--- src/rtl/vram_pkg.sv ---
// Shared constants and FSM state encoding for the VRAM dump reader.
package vram_pkg;

  localparam int VRAM_ADDR_W = 11;
  localparam int ROW_W       = 5;
  localparam int COL_W       = 6;

  localparam logic [7:0] ASCII_CR = 8'h0D;
  localparam logic [7:0] ASCII_LF = 8'h0A;

  typedef enum logic [2:0] {
    S_IDLE,
    S_READ,
    S_WAIT,
    S_SEND,
    S_EOL_CR,
    S_EOL_LF,
    S_DONE
  } dump_state_t;

endpackage

--- src/rtl/vram_dump_pos.sv ---
// Row/column position counter for the VRAM dump walk, with last-column and
// last-row flags. Advancing the row also returns the column to zero.
module dump_pos
  import vram_pkg::*;
#(
  parameter int ROWS = 17,
  parameter int COLS = 60
) (
  input  logic             i_clk,
  input  logic             i_rst,
  input  logic             i_clear,
  input  logic             i_advance_col,
  input  logic             i_advance_row,
  output logic [ROW_W-1:0] o_row,
  output logic [COL_W-1:0] o_col,
  output logic             o_last_col,
  output logic             o_last_row
);

  logic [ROW_W-1:0] row_reg;
  logic [COL_W-1:0] col_reg;

  always_ff @(posedge i_clk) begin
    if (i_rst || i_clear) begin
      row_reg <= '0;
      col_reg <= '0;
    end else if (i_advance_row) begin
      row_reg <= row_reg + 1'b1;
      col_reg <= '0;
    end else if (i_advance_col) begin
      col_reg <= col_reg + 1'b1;
    end
  end

  assign o_row      = row_reg;
  assign o_col      = col_reg;
  assign o_last_col = (col_reg == COL_W'(COLS - 1));
  assign o_last_row = (row_reg == ROW_W'(ROWS - 1));

endmodule

--- src/rtl/vram_dump.sv ---
// Walks the text VRAM row-major and streams characters plus line terminators
// to a byte sink. Define DUMP_CRLF_EN to end rows with CR LF instead of LF.
module vram_dump
  import vram_pkg::*;
#(
  parameter int COLS = 60,
  parameter int ROWS = 17
) (
  input  logic                   i_clk,
  input  logic                   i_rst,
  input  logic                   i_start,
  output logic                   o_running,
  output logic                   o_done,
  output logic [VRAM_ADDR_W-1:0] o_vram_addr,
  output logic                   o_vram_ce,
  output logic                   o_vram_w,
  input  logic [7:0]             i_vram_dout,
  output logic [7:0]             o_tx_data,
  output logic                   o_tx_valid,
  input  logic                   i_tx_ready
);

  dump_state_t      state_reg;
  logic             running_reg;
  logic             done_reg;
  logic             ce_reg;
  logic             tx_valid_reg;
  logic [7:0]       tx_data_reg;

  logic [ROW_W-1:0] row;
  logic [COL_W-1:0] col;
  logic             last_col;
  logic             last_row;
  logic             accept;
  logic             pos_clear;
  logic             adv_col;
  logic             adv_row;

  assign accept    = tx_valid_reg && i_tx_ready;
  assign pos_clear = (state_reg == S_IDLE) && i_start;
  assign adv_col   = (state_reg == S_SEND) && accept && !last_col;
  assign adv_row   = (state_reg == S_EOL_LF) && accept && !last_row;

  dump_pos #(
    .ROWS (ROWS),
    .COLS (COLS)
  ) u_pos (
    .i_clk         (i_clk),
    .i_rst         (i_rst),
    .i_clear       (pos_clear),
    .i_advance_col (adv_col),
    .i_advance_row (adv_row),
    .o_row         (row),
    .o_col         (col),
    .o_last_col    (last_col),
    .o_last_row    (last_row)
  );

  always_ff @(posedge i_clk) begin
    if (i_rst) begin
      state_reg    <= S_IDLE;
      running_reg  <= 1'b0;
      done_reg     <= 1'b0;
      ce_reg       <= 1'b0;
      tx_valid_reg <= 1'b0;
      tx_data_reg  <= 8'h00;
    end else begin
      done_reg <= 1'b0;
      ce_reg   <= 1'b0;
      case (state_reg)
        S_IDLE: begin
          if (i_start) begin
            state_reg   <= S_READ;
            running_reg <= 1'b1;
            ce_reg      <= 1'b1;
          end
        end
        S_READ: state_reg <= S_WAIT;
        S_WAIT: begin
          tx_data_reg  <= i_vram_dout;
          tx_valid_reg <= 1'b1;
          state_reg    <= S_SEND;
        end
        S_SEND: begin
          if (accept) begin
            if (last_col) begin
`ifdef DUMP_CRLF_EN
              state_reg   <= S_EOL_CR;
              tx_data_reg <= ASCII_CR;
`else
              state_reg   <= S_EOL_LF;
              tx_data_reg <= ASCII_LF;
`endif
            end else begin
              tx_valid_reg <= 1'b0;
              ce_reg       <= 1'b1;
              state_reg    <= S_READ;
            end
          end
        end
        S_EOL_CR: begin
          if (accept) begin
            state_reg   <= S_EOL_LF;
            tx_data_reg <= ASCII_LF;
          end
        end
        S_EOL_LF: begin
          if (accept) begin
            tx_valid_reg <= 1'b0;
            if (last_row) begin
              state_reg <= S_DONE;
              done_reg  <= 1'b1;
            end else begin
              state_reg <= S_READ;
              ce_reg    <= 1'b1;
            end
          end
        end
        S_DONE: begin
          state_reg   <= S_IDLE;
          running_reg <= 1'b0;
        end
        default: begin
          state_reg    <= S_IDLE;
          running_reg  <= 1'b0;
          tx_valid_reg <= 1'b0;
        end
      endcase
    end
  end

  // Address comes straight from the position registers; they read 0 after reset.
  assign o_vram_addr = {row, col};
  assign o_vram_ce   = ce_reg;
  assign o_vram_w    = 1'b0;
  assign o_running   = running_reg;
  assign o_done      = done_reg;
  assign o_tx_valid  = tx_valid_reg;
  assign o_tx_data   = tx_data_reg;

endmodule

--- config.mk ---
export PLATFORM = sky130hd
export DESIGN_NAME = vram_dump
export DESIGN_NICKNAME = d
export VERILOG_FILES = /design/src/rtl/vram_pkg.sv /design/src/rtl/vram_dump_pos.sv /design/src/rtl/vram_dump.sv
export SDC_FILE = /design/constraint.sdc
export NUM_CORES = 1
export LEC_CHECK = 0
export ABC_AREA = 1
export ABC_CLOCK_PERIOD_IN_PS = 2000
export BUFFER_PORTS_ARGS = -buffer_cell sky130_fd_sc_hd__clkbuf_2
export CAP_MARGIN = 20
export CELL_PAD_IN_SITES_DETAIL_PLACEMENT = 1
export CELL_PAD_IN_SITES_GLOBAL_PLACEMENT = 2
export CORE_MARGIN = 4
export CORE_UTILIZATION = 27
export DETAILED_ROUTE_END_ITERATION = 16
export MAX_ROUTING_LAYER = met4
export PLACE_DENSITY = 0.85
export SYNTH_ARGS = -nofsm -noshare
export SYNTH_HDL_FRONTEND = slang
export SYNTH_HIERARCHICAL = 1
export SYNTH_SLANG_ARGS = --single-unit
--- constraint.sdc ---
create_clock -name i_clk -period 2 [get_ports i_clk]
set_input_delay 0.2 -clock i_clk [delete_from_list [all_inputs] [get_ports i_clk]]
set_output_delay 0.2 -clock i_clk [all_outputs]
set_load 0.01 [all_outputs]
==> summary.md <==
| Metric | Value |
|---|---|
| Status | `completed` |
| Peak VDD IR | `approximately 0.00030 V` |
| Asr flop ratio synth | `0` |
| Critical path required time | `2.19 ns` |
| Iter 0 DRT Violations | `27` |
| Post-DP HPWL | `around 2600 um` |
| 1st-pass router iterations | `3` |
| Synth top area cells | `dfxtp_1 (38%), nand2_1 (13%), nor2_1 (9.8%), inv_1 (8.5%), a21oi_1 (5.8%)` |
| Crit-path most repeated cell | `nand2_1` |
| Crit path buffers/inverters | `1` |
| WL/cell | `between 10 and 15 um` |
| PwrDens | `893 nW/um^2` |
| Antenna violations before repair | `0` |
| Reg2Reg Depth | `11` |
| CP Class | `reg -> reg` |
| Slew Limit Fails | `0` |
| Final setup vio count | `0` |
| Global-route wire length before repair | `5690 um` |
| Row count | `25` |
| Top post-synthesis cells by count | `nand2_1 (49), nor2_1 (36), inv_1 (31)` |
| Diode count | `0` |
| Worst Setup Start Kind | `register` |
| CP cell instances | `ha_1 > nand3_1 > nor2_1 > inv_1 > nand2_1 > nor2_1 > nand2_1 > nor2_2 > nand2_1 > nand2_1 > nor2_1` |
| Area Growth Syn to Fin | `22.9%` |
| CP Capture Type | `register` |
| Critical Path AT | `1.92 ns` |
| Via count | `1,316` |
| CTS tree | `built` |
| Yosys top cell by area | `dfxtp_1` |
| Final setup TNS | `0 ns` |
| Clock root cell | `clkbuf_8` |
| Clk_skew | `~0.0081 ns` |
| Cells after synthesis | `207` |
| F_max | `580 MHz` |
| Bufs on Longest Clock Path | `2` |
| Antenna Violating Nets Remaining | `0` |
| Cts hold-fix bufs | `0` |
| CTS Sinks | `26` |
| Net count, final | `260` |
| Cts repair resizes | `0` |
| Via/cell ratio | `4.23` |
| Hold_ws | `0.210 ns` |
| Worst path max stage delay | `0.36 ns` |
| Flops & latches, synth | `26` |
| Port Buffers | `34` |
| # fillers | `~650` |
| CTS H-tree lvls | `1` |
| EDFF count, synth | `0` |
| Clk_lat worst skew | `0.28 ns` |
| Worst reg2reg setup slack | `around 0.28 ns` |
| Hold Crit Class | `in -> reg` |
| Synth top area share | `0.379` |
| Hold path cells | `3` |
| CP delay by family, top | `simple AND/OR/NAND/NOR gates` |
| Final worst-path cycle share | `0.862` |
| Multi-input gate area | `693 um^2` |
| Clk slew on worst S/H paths | `0.10 ns` |
| R2r startpoint | `u_pos/o_col[0]` |
| RSZ-0062 raised after global routing | `no` |
| DRC viols | `0` |
| Max FFs per register | `8` |
| GRT Util Overall | `0.118` |
| P_leak | `0.810 nW` |
| Die Area | `~6300 um^2` |
| Sequential area share after synthesis | `0.379` |
| Setup bufs post-CTS | `0` |
| CTS buffer count | `3` |
| Starting Density | `0.285` |
| Post-Route WL | `3290 um` |
| RD Place Congestion | `approximately 0.76` |
| Fin. Hold Viols | `0` |
| Synth Flop Type | `dfxtp_1` |
| R2r endpoint | `u_pos/o_col[4]` |
| Syn Nets | `222` |
| CP max FO | `5` |
| CP max stage cell | `dfxtp_1` |
| Avg Cell Area, Syn | `6.64 um^2` |
| Sink of the worst hold path | `o_vram_ce` |
| FF+latch area | `520 um^2` |
| Layout cell share with drive strength beyond 1 | `0.242` |
| Die Wd | `a little under 80 um` |
| Netlist cell types | `24` |
| Mapped Area | `1370 um^2` |
| Synth warn | `6` |
| Max-cap violation count | `0` |
| Die Y | `a little under 80 um` |
| Number of global-route vias before repair | `approximately 1.3k` |
| Core Area | `about 4800 um^2` |
| IO Pins | `36` |
| Count leader, synth | `nand2_1` |
| Final worst path period need | `1.72 ns` |
| Worst Hold Launch | `i_start` |
| Largest net degree at the start of global routing | `16` |
| Total congestion overflow | `0` |
## worst max-delay path by stage
stage | startpoint | end | slack (ns) | cells past startpoint
floorplan | u_pos/o_col[0] | u_pos/o_col[5] | 0.43 | 11
global route | state_reg[0] | u_pos/o_col[4] | 0.06 | 9
detailed placement | u_pos/o_col[0] | u_pos/o_col[4] | 0.27 | 11
finish | u_pos/o_col[0] | u_pos/o_col[4] | 0.28 | 11
global placement | u_pos/o_col[0] | u_pos/o_col[4] | 0.27 | 11
CTS | u_pos/o_col[0] | u_pos/o_col[4] | 0.26 | 11
## layout by cell type, fill, tap and decap left out, drive strengths merged
master / netlist / layout
a21boi: 1 / 1
o21ai: 4 / 4
nor3b: 1 / 1
dfxtp: 26 / 26
conb: 1 / 1
nand2: 56 / 56
mux2i: 1 / 1
ha: 3 / 3
nand4: 1 / 1
o21a: 1 / 1
nor2: 44 / 44
inv: 33 / 33
clkbuf: 0 / 37
a21oi: 16 / 16
nor3: 4 / 4
nand3: 11 / 11
bufinv: 0 / 1
buf: 4 / 3
## metal layers
layer  GRT usage  part of all wire  vias to the layer above  wire (um)
li1            -                 -                      703          -
met1       0.147              0.49                      588       1610
met2       0.187              0.46                       20       1530
met3      0.0204             0.027                        5         89
met4      0.0515             0.020                        0         65
met5           -                 0                        -          0
## worst reg2reg max path: cells and delay by family, from the launching register on
kind / cells / cell delay [ns]
adder cells (fa/ha/maj): 1 / 0.23
AND/OR/NAND/NOR: 9 / 0.99
flip-flops: 1 / 0.36
buffers and inverters: 1 / 0.06
## where the power goes
part           switching (mW)  total [mW]  internal, mW
registers              0.0453       0.628         0.583
logic                   0.263       0.424         0.161
clock network           0.187       0.456         0.268
total                   0.496        1.51          1.01
## cells by family after synthesis
logic type,count (synthesis),share of synthesized area
compound gates,22,0.0838
buf+inv,37,0.117
mux,1,0.00729
flops,26,0.379
other cells,1,0.00273
simple gates,117,0.383
fa+ha+maj,3,0.0273
## metrics by stage
stage	instances	utilization	total power, mW	area (um^2)	setup WS (ns)
floorplan	207	-	0.957	1370	0.433
global placement	307	0.336	1.07	1620	0.266
detailed placement	307	0.336	1.07	1620	0.273
CTS	311	0.350	1.54	1690	0.258
global route	311	0.350	1.62	1690	0.0639
finish	311	0.350	1.51	1690	0.276
## layout make-up
cell class | instances | share of cell area
Clock buffer | 3 | 0.0245
Clock inverter | 1 | 0.0178
Inverter | 33 | 0.0749
Multi-Input combinational cell | 144 | 0.411
Sequential cell | 26 | 0.308
Tap cell | 67 | 0.0497
Timing Repair Buffer | 37 | 0.114
Note: power is estimated with default switching activity, not from simulation.
